File: src/rtl/ram_wr_pack.sv
// -----------------------------------------------------------------------------
// ram_wr_pack
//
// Writes the upscaler pixel stream into a 32-bit BRAM-style port with byte
// write-enables, starting at a programmable byte address. Two layouts:
//   padded : one pixel per word, zero-extended
//   packed : 24bpp, four pixels folded into three words (PIX_WIDTH = 24 only)
// A frame is bracketed by run_i (level) and us_done_i (pulse). Any bytes still
// held when the frame ends are written out as a final partial word, after which
// done_o pulses and word_cnt_o holds the number of words written.
//
// Optional build macro: RAM_WR_BOUND_EN
//   Adds limit_addr_i / err_o. Writes at or above the limit are dropped (the
//   address still advances) and err_o latches until the next frame start.
//
// Parameters:
//   PIX_WIDTH  pixel width in bits (<= 32)
//   ADDR_INC   byte address step per word written
//   CNT_WIDTH  width of the written-word counter (saturating)
//
// Ports:
//   clk, rst_n        clock (rising edge), asynchronous active-low reset
//   run_i             frame enable level; rise starts, fall aborts
//   base_addr_i       frame start byte address, sampled at frame start
//   pack_mode_i       0 = padded, 1 = packed 24bpp, sampled at frame start
//   limit_addr_i      (RAM_WR_BOUND_EN) exclusive upper address bound
//   us_done_i         end-of-frame pulse
//   us_data_valid_i   pixel strobe (no backpressure)
//   us_data_i         pixel
//   ram_addr_o        write byte address (registered)
//   ram_dout_o        write data (registered)
//   ram_en_o          port enable (registered)
//   ram_wr_en_o       byte write enables (registered)
//   busy_o            frame in progress (RUN or FLUSH)
//   done_o            one-cycle frame-complete pulse
//   word_cnt_o        words written in the current/last frame
//   err_o             (RAM_WR_BOUND_EN) sticky out-of-bound write flag
// -----------------------------------------------------------------------------
module ram_wr_pack #(
  parameter int unsigned PIX_WIDTH = 24,
  parameter int unsigned ADDR_INC  = 4,
  parameter int unsigned CNT_WIDTH = 20
) (
  input  logic                 clk,
  input  logic                 rst_n,
  input  logic                 run_i,
  input  logic [31:0]          base_addr_i,
  input  logic                 pack_mode_i,
`ifdef RAM_WR_BOUND_EN
  input  logic [31:0]          limit_addr_i,
  output logic                 err_o,
`endif
  input  logic                 us_done_i,
  input  logic                 us_data_valid_i,
  input  logic [PIX_WIDTH-1:0] us_data_i,
  output logic [31:0]          ram_addr_o,
  output logic [31:0]          ram_dout_o,
  output logic                 ram_en_o,
  output logic [3:0]           ram_wr_en_o,
  output logic                 busy_o,
  output logic                 done_o,
  output logic [CNT_WIDTH-1:0] word_cnt_o
);

  typedef enum logic [1:0] {IDLE, RUN, FLUSH, DONE} state_t;

  // Padded words only enable the bytes a pixel can occupy.
  localparam logic [3:0] PAD_BE  = (PIX_WIDTH > 24) ? 4'b1111 : 4'b0111;
  localparam bit         PACK_OK = (PIX_WIDTH == 24);

  state_t      state_q, state_d;
  logic [31:0] addr_q;       // address the next word will be written to
  logic [23:0] residue_q, residue_d;
  logic [1:0]  phase_q, phase_d;
  logic        packed_q;
  logic        start;
  logic        wr_req;
  logic [31:0] wr_data;
  logic [3:0]  wr_be;
  logic [31:0] pix32;
  logic        wr_ok;

  assign pix32  = 32'(us_data_i);
  assign busy_o = (state_q == RUN) || (state_q == FLUSH);
  assign done_o = (state_q == DONE);

`ifdef RAM_WR_BOUND_EN
  logic [31:0] limit_q;
  assign wr_ok = (addr_q < limit_q);
`else
  assign wr_ok = 1'b1;
`endif

  // NOTE: every variable gets a default before the case so no path leaves it
  // unassigned; otherwise synthesis infers a latch to hold the old value.
  always_comb begin
    state_d   = state_q;
    start     = 1'b0;
    wr_req    = 1'b0;
    wr_data   = '0;
    wr_be     = '0;
    residue_d = residue_q;
    phase_d   = phase_q;
    unique case (state_q)
      IDLE: begin
        if (run_i) begin
          start   = 1'b1;
          state_d = RUN;
        end
      end
      RUN: begin
        // Abort wins over everything else in this cycle, including a pixel.
        if (!run_i) begin
          state_d = IDLE;
        end else begin
          if (us_data_valid_i) begin
            if (!packed_q) begin
              wr_req  = 1'b1;
              wr_data = pix32;
              wr_be   = PAD_BE;
            end else begin
              // Bytes flow little-endian: each word takes the held residue
              // in its low bytes and tops up from the new pixel.
              phase_d = phase_q + 2'd1;
              case (phase_q)
                2'd0: residue_d = pix32[23:0];
                2'd1: begin
                  wr_req    = 1'b1;
                  wr_data   = {pix32[7:0], residue_q[23:0]};
                  wr_be     = 4'b1111;
                  residue_d = {8'h00, pix32[23:8]};
                end
                2'd2: begin
                  wr_req    = 1'b1;
                  wr_data   = {pix32[15:0], residue_q[15:0]};
                  wr_be     = 4'b1111;
                  residue_d = {16'h0000, pix32[23:16]};
                end
                default: begin
                  wr_req  = 1'b1;
                  wr_data = {pix32[23:0], residue_q[7:0]};
                  wr_be   = 4'b1111;
                end
              endcase
            end
          end
          // Decided on the phase after this cycle's pixel.
          if (us_done_i) state_d = (phase_d != 2'd0) ? FLUSH : DONE;
        end
      end
      FLUSH: begin
        wr_req  = 1'b1;
        state_d = DONE;
        case (phase_q)
          2'd1: begin
            wr_data = {8'h00, residue_q[23:0]};
            wr_be   = 4'b0111;
          end
          2'd2: begin
            wr_data = {16'h0000, residue_q[15:0]};
            wr_be   = 4'b0011;
          end
          default: begin
            wr_data = {24'h000000, residue_q[7:0]};
            wr_be   = 4'b0001;
          end
        endcase
      end
      DONE: state_d = IDLE;
    endcase
  end

  // NOTE: sequential state uses non-blocking assignments so every flop samples
  // pre-edge values regardless of statement order.
  always_ff @(posedge clk or negedge rst_n) begin
    if (!rst_n) state_q <= IDLE;
    else        state_q <= state_d;
  end

  always_ff @(posedge clk or negedge rst_n) begin
    if (!rst_n) begin
      addr_q      <= '0;
      residue_q   <= '0;
      phase_q     <= '0;
      packed_q    <= 1'b0;
      ram_addr_o  <= '0;
      ram_dout_o  <= '0;
      ram_en_o    <= 1'b0;
      ram_wr_en_o <= '0;
      word_cnt_o  <= '0;
`ifdef RAM_WR_BOUND_EN
      limit_q     <= '0;
      err_o       <= 1'b0;
`endif
    end else begin
      ram_en_o    <= 1'b0;
      ram_wr_en_o <= '0;
      residue_q   <= residue_d;
      phase_q     <= phase_d;
      if (start) begin
        addr_q     <= base_addr_i;
        packed_q   <= pack_mode_i && PACK_OK;
        phase_q    <= '0;
        residue_q  <= '0;
        word_cnt_o <= '0;
`ifdef RAM_WR_BOUND_EN
        limit_q    <= limit_addr_i;
        err_o      <= 1'b0;
`endif
      end else if (wr_req) begin
        // The address advances even for a dropped write so later words keep
        // their intended positions.
        addr_q <= addr_q + ADDR_INC;
        if (wr_ok) begin
          ram_en_o    <= 1'b1;
          ram_wr_en_o <= wr_be;
          ram_addr_o  <= addr_q;
          ram_dout_o  <= wr_data;
          if (word_cnt_o != '1) word_cnt_o <= word_cnt_o + CNT_WIDTH'(1);
        end
`ifdef RAM_WR_BOUND_EN
        else begin
          err_o <= 1'b1;
        end
`endif
      end
    end
  end

endmodule

File: config.mk
export PLATFORM = sky130hd
export DESIGN_NAME = ram_wr_pack
export DESIGN_NICKNAME = d
export VERILOG_FILES = /design/src/rtl/ram_wr_pack.sv
export SDC_FILE = /design/constraint.sdc
export NUM_CORES = 1
export LEC_CHECK = 0
export CAP_MARGIN = 20
export CORE_ASPECT_RATIO = 0.9
export CORE_MARGIN = 1.5
export CORE_UTILIZATION = 49
export DETAILED_ROUTE_END_ITERATION = 8
export PLACE_DENSITY = 0.77
export SETUP_SLACK_MARGIN = 0.5
export SYNTH_ARGS = -nofsm -noshare
export SYNTH_HDL_FRONTEND = slang
export SYNTH_SLANG_ARGS = --single-unit
File: constraint.sdc
create_clock -name clk -period 3.3 [get_ports clk]
set_input_delay 0.66 -clock clk [delete_from_list [all_inputs] [get_ports clk]]
set_output_delay 0.66 -clock clk [all_outputs]
set_load 0.005 [all_outputs]
==> flow_summary.json, run 1 <==
{
  "syn_inst": 862,
  "worstSkewPairLatency_ns": 0.43,
  "dr.pass1.iters": 6,
  "ant_nets": 0,
  "setup_tns_ns": 0,
  "seq_area_frac_synth": 0.493,
  "synth_cell_types": 52,
  "fin_skew_ns": 0.00856,
  "hold_violations": 0,
  "vdd_drop_max_mv": 0.493,
  "syn-num-nets": 936,
  "fin_crit_ns": 2.66,
  "finalMaxSlewViolations": 0,
  "reg2reg_slack_ns": 0.65,
  "area_delta_synth_final_pct": 30.1,
  "relSlewSlack": 0.312,
  "multiInputGateArea_sq_um": 3560,
  "crit_fanout": 12,
  "reg2regPathDepth": 7,
  "fin_nets": 1070,
  "postSynthAreaPerCell_sq_um": 8.78,
  "dpl.hpwl_mm": 14.4,
  "die_h_um": 121,
  "cp.arrival_ns": 3.01,
  "cp-startpoint": "us_data_valid_i",
  "status": "completed",
  "num_io_pins": 153,
  "die_w_um": 134,
  "period_share": 0.806,
  "antenna_found_initial": 0,
  "tightest_slew_ns": 1.03,
  "p_total_mw": 8.08,
  "cts.clk_slew.worst_paths_ns": 0.06,
  "cts_made_buffers": 17,
  "maxCapViolCount": 0,
  "cp-endpoint": "addr_q[31]",
  "ys_ff_latch": 149,
  "cts_root_buf": "clkbuf_16",
  "cts_num_sinks": 149,
  "synth_flop_cell": "dfrtp_1",
  "setup_viol": 0,
  "layout-drive-gt1-share": 0.0585,
  "r2r_end": "addr_q[31]",
  "drc_errors": 0,
  "finish.utilization": 0.660,
  "core_region_area_sq_um": 14900,
  "regArea_sq_um": 3730,
  "startpoint_type": "input port",
  "viasPerCell": 5.86,
  "grt_pass1_vias": 6384,
  "globalplace.congestion": 0.938,
  "cts_tree": "yes",
  "yosys_warnings": 0,
  "grt_usage": 0.272,
  "port_buffers": 152,
  "synth_area_sq_um": 7570,
  "drt_wl_total_mm": 21.2,
  "fp-row-count": 42,
  "htree_levels": 4,
  "routedWlPerCell_um": 17.6,
  "drtIter0Drc": 762,
  "grt_max_degree": 67,
  "cp_data_required_time_ns": 3.65,
  "synthArstFlopShare": 1.00,
  "worst-setup-path-type": "in2reg",
  "fmax_mhz": 376,
  "gr-total-overflow": 0,
  "diodes": 0,
  "hold_buffers": 0,
  "synth_edf_count": 0,
  "num-fill-cells": 1259,
  "hold_class": "in2async",
  "dieArea_sq_um": 16200,
  "cts_buffer_depth": 2,
  "start_util": 0.507,
  "crit_path_end_kind": "register",
  "cellLeakagePower_nw": 4.12,
  "rsz0062_at_grt": "no",
  "vias": 7077,
  "p_per_area_nw_per_um2": 821,
  "grt_pass1_wl_mm": 34.3
}
[cells in the final DEF (no fill, tap or decap), types with 9 or more instances in the layout]
| master | n |
|---|---|
| a21oi_1 | 56 |
| a221oi_1 | 15 |
| a22o_1 | 16 |
| a22oi_1 | 26 |
| a31oi_1 | 12 |
| buf_4 | 18 |
| clkbuf_16 | 17 |
| clkdlybuf4s50_1 | 151 |
| dfrtp_1 | 149 |
| ha_1 | 12 |
| inv_1 | 12 |
| nand2_1 | 189 |
| nand3_1 | 14 |
| nand4_1 | 17 |
| nor2_1 | 71 |
| nor2b_1 | 12 |
| nor3_1 | 13 |
| nor4_1 | 9 |
| o21ai_0 | 67 |
| o31ai_1 | 12 |
| or3_1 | 16 |
| xnor2_1 | 18 |
| xor2_1 | 10 |
[flip-flops by register name, summed over array words and instances (netlist names), named ones only]
register	count
residue_q	24
phase_q	2
state_q	1
packed_q	1
ram_addr_o	32
addr_q	32
ram_dout_o	32
ram_wr_en_o	4
word_cnt_o	20
[layout make-up]
cell class | count | area share
flip-flops and latches | 149 | 0.379
multi-input cells | 643 | 0.362
repair buffers | 172 | 0.172
clock buffers | 19 | 0.0450
well taps | 198 | 0.0252
clock inverters | 13 | 0.0132
inverters | 13 | 0.00495
[cells by family after synthesis]
family	synth area share
muxes	0.00132
adders and majority gates	0.0198
xor gates and xnor gates	0.0324
and+or+nand+nor	0.222
AOI/OAI and AO/OA	0.194
buffers and inverters	0.0375
DFF	0.493
[cells in the mapped netlist (15+ instances only)]
| master | n | area share |
|---|---|---|
| nand2_1 | 190 | 0.094 |
| dfrtp_1 | 149 | 0.49 |
| nor2_1 | 71 | 0.035 |
| o21ai_0 | 67 | 0.044 |
| a21oi_1 | 56 | 0.037 |
| clkbuf_1 | 40 | 0.020 |
| a22oi_1 | 26 | 0.026 |
| xnor2_1 | 18 | 0.021 |
| nand4_1 | 17 | 0.014 |
| a22o_1 | 16 | 0.019 |
| or3_1 | 16 | 0.013 |
| a221oi_1 | 15 | 0.017 |
[critical path, stage by stage]
cell and delay, ns:
clkdlybuf4s50_1 0.55, and3_2 0.38, a31oi_4 0.16, or4_4 0.64
or4_1 0.42, a31oi_1 0.18
[routing by layer]
| metal | up-vias | track usage | routed length [um] |
|---|---|---|---|
| met2 | 354 | 0.390 | 9260 |
| met4 | 0 | 0.0806 | 448 |
| met3 | 42 | 0.0602 | 1780 |
| li1 | 3326 | - | - |
| met5 | - | 0 | 0 |
| met1 | 3355 | 0.411 | 9710 |
[through the flow]
stage	std cells	hold WS (ns)	instance area, sq um	setup WS [ns]
after floorplan	862	0.364	7570	0.881
after global placement	1174	0.451	9260	0.313
after detailed placement	1174	0.461	9260	0.244
after CTS	1206	0.225	9840	0.584
after global routing	1207	0.245	9850	0.521
final	1207	0.200	9850	0.641
[how the worst min path moves through the flow]
stage,startpoint,cells after the start,endpoint
6_report,rst_n,1,ram_dout_o[24]
5_1_grt,rst_n,1,ram_dout_o[24]
4_1_cts,rst_n,1,ram_dout_o[24]
3_5_place_dp,addr_q[0],2,ram_addr_o[0]
3_3_place_gp,addr_q[0],2,ram_addr_o[0]
2_1_floorplan,rst_n,0,async pin
[power breakdown]
group	total, mW	internal (mW)	switching (mW)
Sequential	3.01	2.47	0.541
Combinational	3.17	1.48	1.69
Clock	1.91	1.13	0.779
Total	8.08	5.07	3.01
[repair_timing]
action	CTS	global route
buffers inserted	0	1
setup endpoints to repair	0	2
resized for setup	0	1
No activity file was read; power rests on OpenSTA's default activity.
==> run 2: changes to the inputs <==
- CORE_UTILIZATION: 49 -> 47
- clock period: 3.3 -> 2.4 ns (I/O delays scaled with it)
==> flow_summary.json, run 2 (synthesis gave the netlist of run 1 again) <==
{
  "status": "finished, violations left",
  "violations": "negative hold slack",
  "final_cell_mix": "184 x nand2_1, 144 x clkdlybuf4s50_1, 136 x dfrtp_1",
  "worstPathCellList": "inv_2 > ha_4 > buf_4 > nand2_2 > o41ai_4 > o211ai_1 > buf_4 > or3_4 > a21oi_2",
  "finish.utilization": 0.714,
  "rsz0062_at_grt": "yes",
  "drt_wl_total_mm": 25.1,
  "viasPerCell": 5.93,
  "final_common_cell": "nand2_1",
  "die_h_um": 123,
  "whs_ns": -0.00834,
  "grt_max_degree": 51,
  "area_delta_synth_final_pct": 47.1,
  "period_share": 0.951,
  "relSlewSlack": 0.351,
  "dieArea_sq_um": 16900,
  "dpl.hpwl_mm": 15.3,
  "cellLeakagePower_nw": 4.80,
  "cp_data_required_time_ns": 2.76,
  "vdd_drop_max_mv": 0.708,
  "grt_pass1_vias": 6981,
  "startpoint_type": "register",
  "grt_pass1_wl_mm": 36.2,
  "tightest_slew_ns": 0.966,
  "cts_root_buf": "clkbuf_16",
  "hold_buffers": 0,
  "finalMaxSlewViolations": 0,
  "cp.arrival_ns": 2.64,
  "cts_made_buffers": 17,
  "p_per_area_nw_per_um2": 1120,
  "cpPeakStageDelay_ns": 0.39,
  "drc_errors": 0,
  "cts_tree": "yes",
  "routedWlPerCell_um": 19.3,
  "diodes": 0,
  "hold_violations": 8,
  "fin_crit_ns": 2.28,
  "cts_buffer_depth": 2,
  "final_area_sq_um": 11100,
  "htree_levels": 4,
  "die_w_um": 137,
  "drtIter0Drc": 858,
  "multiInputGateArea_sq_um": 3970,
  "globalplace.congestion": 0.982,
  "fin_nets": 1157,
  "vias": 7695,
  "cp_slowest_cell": "dfrtp_1",
  "setup_viol": 0,
  "ant_nets": 0,
  "fmax_mhz": 438,
  "crit_path_end_kind": "register",
  "fin_skew_ns": 0.0124,
  "fp-row-count": 43,
  "hold_class": "in2async",
  "gr-total-overflow": 0,
  "grt_usage": 0.279,
  "path_common_cell": "buf_4",
  "port_buffers": 152,
  "worstSkewPairLatency_ns": 0.44,
  "top_regs": "addr_q (32), ram_addr_o (32), ram_dout_o (32)",
  "num-fill-cells": 1157,
  "dr.pass1.iters": 6,
  "antenna_found_initial": 0,
  "start_util": 0.485,
  "core_region_area_sq_um": 15600,
  "layout-drive-gt1-share": 0.203,
  "crit_fanout": 5,
  "maxCapViolCount": 0,
  "regArea_sq_um": 3740,
  "placed_cell_area_sq_um": 9640,
  "worst-setup-path-type": "reg2reg",
  "cts_num_sinks": 149,
  "cts.clk_slew.worst_paths_ns": 0.07,
  "num_io_pins": 153
}
==> run 2: critical path: cells and delay by family (launching register included) <==
family	cells	cell delay, ns
compound gates	3	0.76
flops	1	0.39
fa+ha+maj	1	0.18
simple gates	2	0.40
buf+inv	3	0.47
==> run 2: metrics by stage <==
step / power, mW / std cells / setup TNS (ns) / setup slack [ns]
finish: 12.4 / 1298 / 0 / 0.118
global route: 13.1 / 1298 / 0 / 0.00910
CTS: 11.7 / 1262 / 0 / 0.152
detailed placement: 8.78 / 1212 / -4.53 / -0.192
global placement: 8.64 / 1212 / -2.89 / -0.136
floorplan: 6.59 / 862 / 0 / 0.218
==> run 2: routing by layer <==
layer  track usage  vias to the layer above  part of all wire
met5             0                        -                 0
met4        0.0941                        0             0.020
met3        0.0541                       50             0.090
met2         0.431                      438              0.47
met1         0.394                     3706              0.42
li1              -                     3501                 -
==> run 2: worst paths after layout <==
| check | depth (start not counted) | to | slack [ns] |
|---|---|---|---|
| hold reg to reg | 2 | ram_addr_o[16] | 0.47 |
| min in group clk | 2 | ram_addr_o[16] | 0.47 |
| setup / recovery | 9 | word_cnt_o[17] | 0.12 |
| setup reg to reg | 9 | word_cnt_o[17] | 0.12 |
| hold / removal | 1 | ram_dout_o[30] | -0.008 |
| max in group asynchronous | 2 | ram_dout_o[21] | 1.80 |
==> run 2: area by class of cell <==
type                       instances  area share
clock inverter                    15      0.0144
inverter                          13     0.00461
multi-input combinational        643       0.357
timing repair buffer             259       0.227
clock buffer                      17      0.0382
sequential                       149       0.336
tap                              202      0.0227
==> run 2: power breakdown <==
part / switching, mW / internal (mW) / total, mW / leakage, nW
clock: 1.21 / 1.47 / 2.68 / 0.281
sequential: 0.745 / 3.39 / 4.14 / 1.91
combinational: 2.84 / 2.77 / 5.60 / 2.61
total: 4.79 / 7.63 / 12.4 / 4.80
==> run 2: timing repair <==
item,CTS,global route
cloned,2,0
pin swaps,13,40
setup buffers,16,36
resized for setup,51,84
setup endpoints to repair,152,158
==> run 3: changes to the inputs <==
- CTS_CLUSTER_SIZE: default -> 25
==> results of run 3 <==
No change in the layout: final DEF, timing and power equal those of run 2.
